[src/rtl/fetch_unit.sv]
// fetch_unit: PC owner, one-outstanding imem fetch, small instruction FIFO toward decode; FETCH_MISALIGN_TRAP_EN enables the misaligned-redirect trap
module fetch_unit #(
    parameter int DATA_WIDTH = 32,
    parameter int ADDR_WIDTH = 32,
    parameter logic [ADDR_WIDTH-1:0] RESET_PC = 32'h0000_0000,
    parameter int FIFO_DEPTH = 2
) (
    input  logic                  clk,
    input  logic                  rst,
    input  logic                  redirect_en,
    input  logic [ADDR_WIDTH-1:0] redirect_pc,
    output logic                  imem_req,
    output logic [ADDR_WIDTH-1:0] imem_addr,
    input  logic                  imem_ready,
    input  logic                  imem_rvalid,
    input  logic [DATA_WIDTH-1:0] imem_rdata,
    output logic                  instr_valid,
    output logic [DATA_WIDTH-1:0] instr,
    output logic [ADDR_WIDTH-1:0] instr_pc,
    input  logic                  instr_ready,
    output logic                  misalign_err
);
    localparam int PW = $clog2(FIFO_DEPTH);
    localparam int CW = PW + 1;

    typedef enum logic [1:0] {IDLE, WAIT, WAIT_DROP} state_t;

    state_t                state;
    logic [ADDR_WIDTH-1:0] pc;
    logic [ADDR_WIDTH-1:0] req_pc;
    logic [DATA_WIDTH-1:0] fifo_data [FIFO_DEPTH];
    logic [ADDR_WIDTH-1:0] fifo_pc [FIFO_DEPTH];
    logic [PW-1:0]         rd_ptr;
    logic [PW-1:0]         wr_ptr;
    logic [CW-1:0]         count;
    logic                  halt;
    logic                  accept;
    logic                  push;
    logic                  pop;

`ifdef FETCH_MISALIGN_TRAP_EN
    assign halt = misalign_err;
`else
    assign halt = 1'b0;
    assign misalign_err = 1'b0;
`endif

    // A new request may overlap the response of the current one only if that response still leaves room for it
    assign imem_req = !rst && !redirect_en && !halt &&
                      ((state == IDLE && count < CW'(FIFO_DEPTH)) ||
                       (state == WAIT && imem_rvalid && count < CW'(FIFO_DEPTH - 1)));
    assign imem_addr   = pc;
    assign accept      = imem_req && imem_ready;
    assign push        = state == WAIT && imem_rvalid && !redirect_en;
    assign instr_valid = count != '0;
    assign pop         = instr_valid && instr_ready && !redirect_en;
    assign instr       = fifo_data[rd_ptr];
    assign instr_pc    = fifo_pc[rd_ptr];

    // PC, request tracking FSM and instruction FIFO; a redirect overrides everything else
    always_ff @(posedge clk) begin
        if (rst) begin
            pc     <= RESET_PC;
            req_pc <= RESET_PC;
            state  <= IDLE;
            rd_ptr <= '0;
            wr_ptr <= '0;
            count  <= '0;
`ifdef FETCH_MISALIGN_TRAP_EN
            misalign_err <= 1'b0;
`endif
        end else if (redirect_en) begin
`ifdef FETCH_MISALIGN_TRAP_EN
            pc <= redirect_pc;
            if (redirect_pc[1:0] != 2'b00) misalign_err <= 1'b1;
`else
            pc <= redirect_pc & ~ADDR_WIDTH'(3);
`endif
            state  <= (state != IDLE && !imem_rvalid) ? WAIT_DROP : IDLE;
            rd_ptr <= '0;
            wr_ptr <= '0;
            count  <= '0;
        end else begin
            if (accept) begin
                pc     <= pc + ADDR_WIDTH'(4);
                req_pc <= pc;
            end
            if (push) begin
                fifo_data[wr_ptr] <= imem_rdata;
                fifo_pc[wr_ptr]   <= req_pc;
                wr_ptr            <= wr_ptr + PW'(1);
            end
            if (pop) rd_ptr <= rd_ptr + PW'(1);
            count <= count + CW'(push) - CW'(pop);
            state <= accept ? WAIT : (imem_rvalid ? IDLE : state);
        end
    end
endmodule

[config.mk]
export PLATFORM = sky130hd
export DESIGN_NAME = fetch_unit
export DESIGN_NICKNAME = d
export VERILOG_FILES = /design/src/rtl/fetch_unit.sv
export SDC_FILE = /design/constraint.sdc
export NUM_CORES = 1
export LEC_CHECK = 0
export CORE_UTILIZATION = 29
export DETAILED_ROUTE_END_ITERATION = 8
export SYNTH_ARGS = -nofsm -noshare
export SYNTH_HDL_FRONTEND = slang
export SYNTH_SLANG_ARGS = --single-unit
[constraint.sdc]
create_clock -name clk -period 6.6 [get_ports clk]
set_input_delay 1.65 -clock clk [delete_from_list [all_inputs] [get_ports clk]]
set_output_delay 1.65 -clock clk [all_outputs]
set_load 0.05 [all_outputs]
=== After elaboration in Yosys (flattened, before gate mapping) ===
Memories as Yosys holds them, arrays and structs flattened. A register that Yosys moved wholly into a read port is not among the register bits.
Index checks and enable logic that the tools add are counted.

* Register bits: 70
* Bits in writable memories: 128
* Bits of input ports: 70
* Output and inout bits: 99
* Word-level logic and storage cells: 53
* Memories kept: 2

* Add/subtract/negate cells: 5
* Order comparisons: 2
* Equality and inequality tests: 1
* Muxes and demuxes: 14
* Bitwise gates (word level): 1
* Reduce and logical (&&, ||, !) cells: 21

{| class="wikitable"
|+ Memory list
! name !! depth !! bits a word !! read ports !! clocked after Yosys merged registers in !! wr ports !! RTL line !! text
|-
| fifo_data || 2 || 32 || 1 || 1 || 1 || 31 || <nowiki>logic [DATA_WIDTH-1:0] fifo_data [FIFO_DEPTH];</nowiki>
|-
| fifo_pc || 2 || 32 || 1 || 1 || 1 || 32 || <nowiki>logic [ADDR_WIDTH-1:0] fifo_pc [FIFO_DEPTH];</nowiki>
|}

{| class="wikitable"
|+ Operator list
! cell !! number
|-
| $mux 32 || 2
|-
| $add 32x3->32 const B || 1
|-
| $logic_and 1x1->1 || 10
|-
| $mux 1 || 8
|-
| $mux 2 || 4
|-
| $reduce_bool 2->1 || 3
|-
| $logic_not 1->1 || 3
|-
| $reduce_bool 3->1 || 1
|-
| $add 1x1->1 const B || 2
|-
| $add 2x1->2 || 1
|-
| $eq 2x1->1 const B || 1
|-
| $logic_not 2->1 || 1
|-
| $lt 2x1->1 const B || 1
|-
| $lt 2x2->1 const B || 1
|-
| $reduce_and 2->1 || 1
|-
| $reduce_or 2->1 || 1
|-
| $sub 2x1->2 || 1
|-
| $logic_or 1x1->1 || 1
|-
| $not 1->1 || 1
|}

=== Longest topological paths before layout ===
* Word-level depth: 8
* Gate-level depth with buffers: 9
* Mapped depth without buffers: 9

=== Least setup slack after synthesis ===
No wires, ideal clock.

* Path type: input -> register
* From: in rst
* To: mem fifo_data[0][0] (enable)
* Setup time: 0.558 ns
* Data arrival time: 6.606 ns
* Data required time: 6.042 ns
* Setup slack: -0.564 ns
* Cell stages on the path: 4
* Buffers on the path: 2
* Path through: clkbuf_1 > or2_2 > clkbuf_1 > nor3_1

* Longest elaborated chain between the ends: 2

{| class="wikitable"
|+ Ends and longest elaborated chain
! what !! RTL line !! text
|-
| start: declaration || 9 || <nowiki>input logic rst,</nowiki>
|-
| $mux 1 || 62 || <nowiki>if (rst) begin</nowiki>
|-
| $mux 1 (implied by the code) || 89 || <nowiki>fifo_data[wr_ptr] <= imem_rdata;</nowiki>
|-
| end: declaration || 31 ||
|}

No other way between the ends.

=== Final worst setup path ===
* From: in redirect_en
* To: out imem_req

* Longest elaborated chain between the ends: 3

{| class="wikitable"
|+ Ends and longest elaborated chain
! what !! RTL line !! text
|-
| start: declaration || 10 || <nowiki>input logic redirect_en,</nowiki>
|-
| $logic_not 1->1 || 49 || <nowiki>assign imem_req = !rst && !redirect_en && !halt &&</nowiki>
|-
| $logic_and 1x1->1 (2 in series) || 49 ||
|-
| end: declaration || 12 || <nowiki>output logic imem_req,</nowiki>
|}

No other way between the ends.

==> run_results.csv <==
group,metric,value,unit
floorplan,core,0.0260,sq mm
layout,layout-drive-gt1-share,0.157,
sta,slew_viol_final,0,
sta,rsz0062_at_grt,"no",
power_and_ir_drop,p_clk_frac,0.415,
global_route,grt_max_degree,63,
sta,whs,0.452,ns
run,max_cap_viol_count,0,
sta,hold_viol_final,0,
cts,post_cts.repair.setup_buffers,0,
detailed_routing,drc,0,
yosys,yosysTopAreaCell,"edfxtp_1",
yosys,synthDistinctLibCells,47,
yosys,synthTopCellsByArea,"edfxtp_1 49%, dfxtp_1 17%, mux2_2 9.1%",
layout,utilization,0.394,
sta,setup_viol,0,
setup_path,reg2regPathDepth,6,
cts,hold_buffers,0,
power_and_ir_drop,powerDensity,253,mW/mm^2
global_route,antenna_found_initial,0,
sta,fin_skew,0.0124,ns
sta,min_period,5.46,ns
yosys,ys_ff_latch,191,
sta,finalCritPeriodShare,0.827,
cts,cts_root_buf,"clkbuf_16",
yosys,synth-async-reset-ratio,0,
power_and_ir_drop,pwr-share-seq,0.507,
cts,cts_max_level,4,
sta,fmax,183,MHz
global_route,grt_overflow,0,
yosys,ys_seq_area_frac,0.661,
placement,dpl.hpwl,12.5,mm
cts,clk_latency,0.42,ns
sta,worstMarginPinSlew,0.928,ns
run_status,status,"finished, final reports clean",
detailed_routing,wl,18.9,mm
yosys,synth_ff_type,"edfxtp_1",
floorplan,die_h,165,um
yosys,synth_edf_count,124,
cts,clock_sinks,191,
placement,port_buffers,161,
cts,clockBufferDepth,2,
hold_path,hold_depth,0,
power_and_ir_drop,power.internal,1.98,mW
detailed_routing,vias,5037,
setup_path,cp.arrival,3.81,ns
power_and_ir_drop,power.switching,0.614,mW
layout,antenna_cells,0,
hold_path,hold_path_class,"register to register",
cts,cts_tree,"done",
placement,dp_slack,1.11,ns
yosys,avgSynthCellArea,13.0,sq um
floorplan,initial_core_util,0.295,
sta,setup_slack,1.14,ns
setup_path,cp.required,4.95,ns
detailed_routing,ant_nets,0,
setup_path,critPathMaxFanout,11,
setup_path,cp-start-kind,"input port",
setup_path,cp-end-kind,"output port",
power_and_ir_drop,total_leakage_power,3.42,nW
yosys,ys.warnings.count,0,
layout,fin_nets,818,
yosys,yosysTopAreaCellShare,0.486,
power_and_ir_drop,p_sw_frac,0.237,
setup_path,worstSetupPathType,"input port to output port",
detailed_routing,first_pass_iters,5,
floorplan,die_w,165,um
floorplan,dieArea,0.0271,sq mm
floorplan,rows,59,
cts,cts_buffers,17,
power_and_ir_drop,peakVddDrop,0.129,mV
yosys,synthCells,591,
placement,gp_congestion,0.765,
yosys,yosysMostFrequentCell,"edfxtp_1",
yosys,synthTopCellsByCount,"124 x edfxtp_1, 82 x nand2_1, 67 x dfxtp_1",
detailed_routing,vias_per_cell,4.61,
global_route,grt.total_usage,0.141,
floorplan,io_pins,169,
power_and_ir_drop,pwr-share-comb,0.078,
layout,syn_to_final_growth,33.6,%
layout,fillers,2499,
cts,clkTransAtPathRegs,0.07,ns
sta,fin_setup_tns,0,ns
detailed_routing,initialDrtViolationCount,308,
sta,max-slew-margin-rel,0.382,
cts,cts_resized,0,
yosys,syn_area,0.00767,sq mm
global_route,grt_first_pass_wirelength,28.5,mm
power_and_ir_drop,finalPower,2.59,mW
global_route,grt_pass1_vias,4923,
detailed_routing,wire_per_inst,17.2,um
## final timing paths
| kind | from | endpoint | slack, ns |
|---|---|---|---|
| worst max-delay path | redirect_en | imem_req | 1.14 |
| worst min-delay path | req_pc[9]$_SDFFE_PP0P_ | fifo_pc[0][9]$_DFFE_PP_ | 0.45 |
| worst max register to register | state[1]$_SDFFE_PP0P_ | req_pc[9]$_SDFFE_PP0P_ | 4.11 |
| worst min register to register | req_pc[9]$_SDFFE_PP0P_ | fifo_pc[0][9]$_DFFE_PP_ | 0.45 |
## placed cells by master (no fill, tap or decap), types with 4 or more instances in the layout
| cell | n |
|---|---|
| inv_1 | 6 |
| dfxtp_1 | 66 |
| nand4_1 | 11 |
| edfxtp_1 | 124 |
| nand2_1 | 82 |
| clkbuf_16 | 18 |
| nor3_1 | 7 |
| buf_4 | 8 |
| inv_6 | 7 |
| clkdlybuf4s50_1 | 160 |
| mux2_2 | 62 |
| and4_1 | 5 |
| a21oi_1 | 39 |
| nor4_1 | 4 |
| conb_1 | 5 |
| a211oi_1 | 18 |
| xnor2_1 | 16 |
| nand3_1 | 14 |
| xor2_1 | 14 |
| nor4_2 | 4 |
| nor2_1 | 29 |
## metal layers
metal	up-vias	wire length, um	track usage
met3	10	1270	0.0367
met4	0	114	0.0392
met5	-	0	0
li1	2454	-	-
met2	143	8960	0.231
met1	2430	8510	0.182
## critical path, cell delays in order
cell and delay (ns):
clkdlybuf4s50_1 0.42, or2_2 0.40, a2111oi_0 0.45, clkdlybuf4s50_1 0.88
## cell type report
type	count	area (sq um)	area share
tap	335	419	0.0409
clock inverter	11	140	0.0137
multi-input combinational	359	2440	0.238
sequential	191	5070	0.495
clock buffer	21	482	0.0470
inverter	7	26.3	0.00257
timing repair buffer	169	1670	0.163
## registers in the layout, summed over array words and instances (netlist names), named ones only
| signal | cells |
|---|---|
| rd_ptr | 1 |
| count | 2 |
| imem_addr | 30 |
| state | 2 |
| fifo_pc | 60 |
| req_pc | 30 |
| fifo_data | 64 |
| wr_ptr | 1 |
## power by group through the flow
stage,Clock [mW],Sequential [mW],Combinational [mW]
2_1_floorplan,0,1.37,0.0741
3_3_place_gp,0,1.34,0.202
3_5_place_dp,0,1.34,0.203
4_1_cts,1.11,1.32,0.204
5_1_grt,1.15,1.32,0.217
6_report,1.08,1.32,0.202
## kinds of logic (layout without fill, tap and decap cells)
| kind of cell | after synthesis | after routing | share of synthesized area |
|---|---|---|---|
| AO/OA/AOI/OAI | 77 | 77 | 0.0645 |
| XOR/XNOR | 30 | 30 | 0.0343 |
| adder cells (fa/ha/maj) | 3 | 3 | 0.00490 |
| buffers and inverters | 45 | 208 | 0.0255 |
| flip-flops | 191 | 191 | 0.661 |
| multiplexers | 63 | 63 | 0.0924 |
| other | 1 | 5 | 0.000489 |
| AND/OR/NAND/NOR | 181 | 181 | 0.117 |
## metrics by stage
stage	cell area, sq um	std cells
floorplan	7680	595
global placement	9620	1061
detailed placement	9620	1061
CTS	10200	1093
global route	10200	1093
finish	10200	1093
Power figures use the tool's default switching activity.
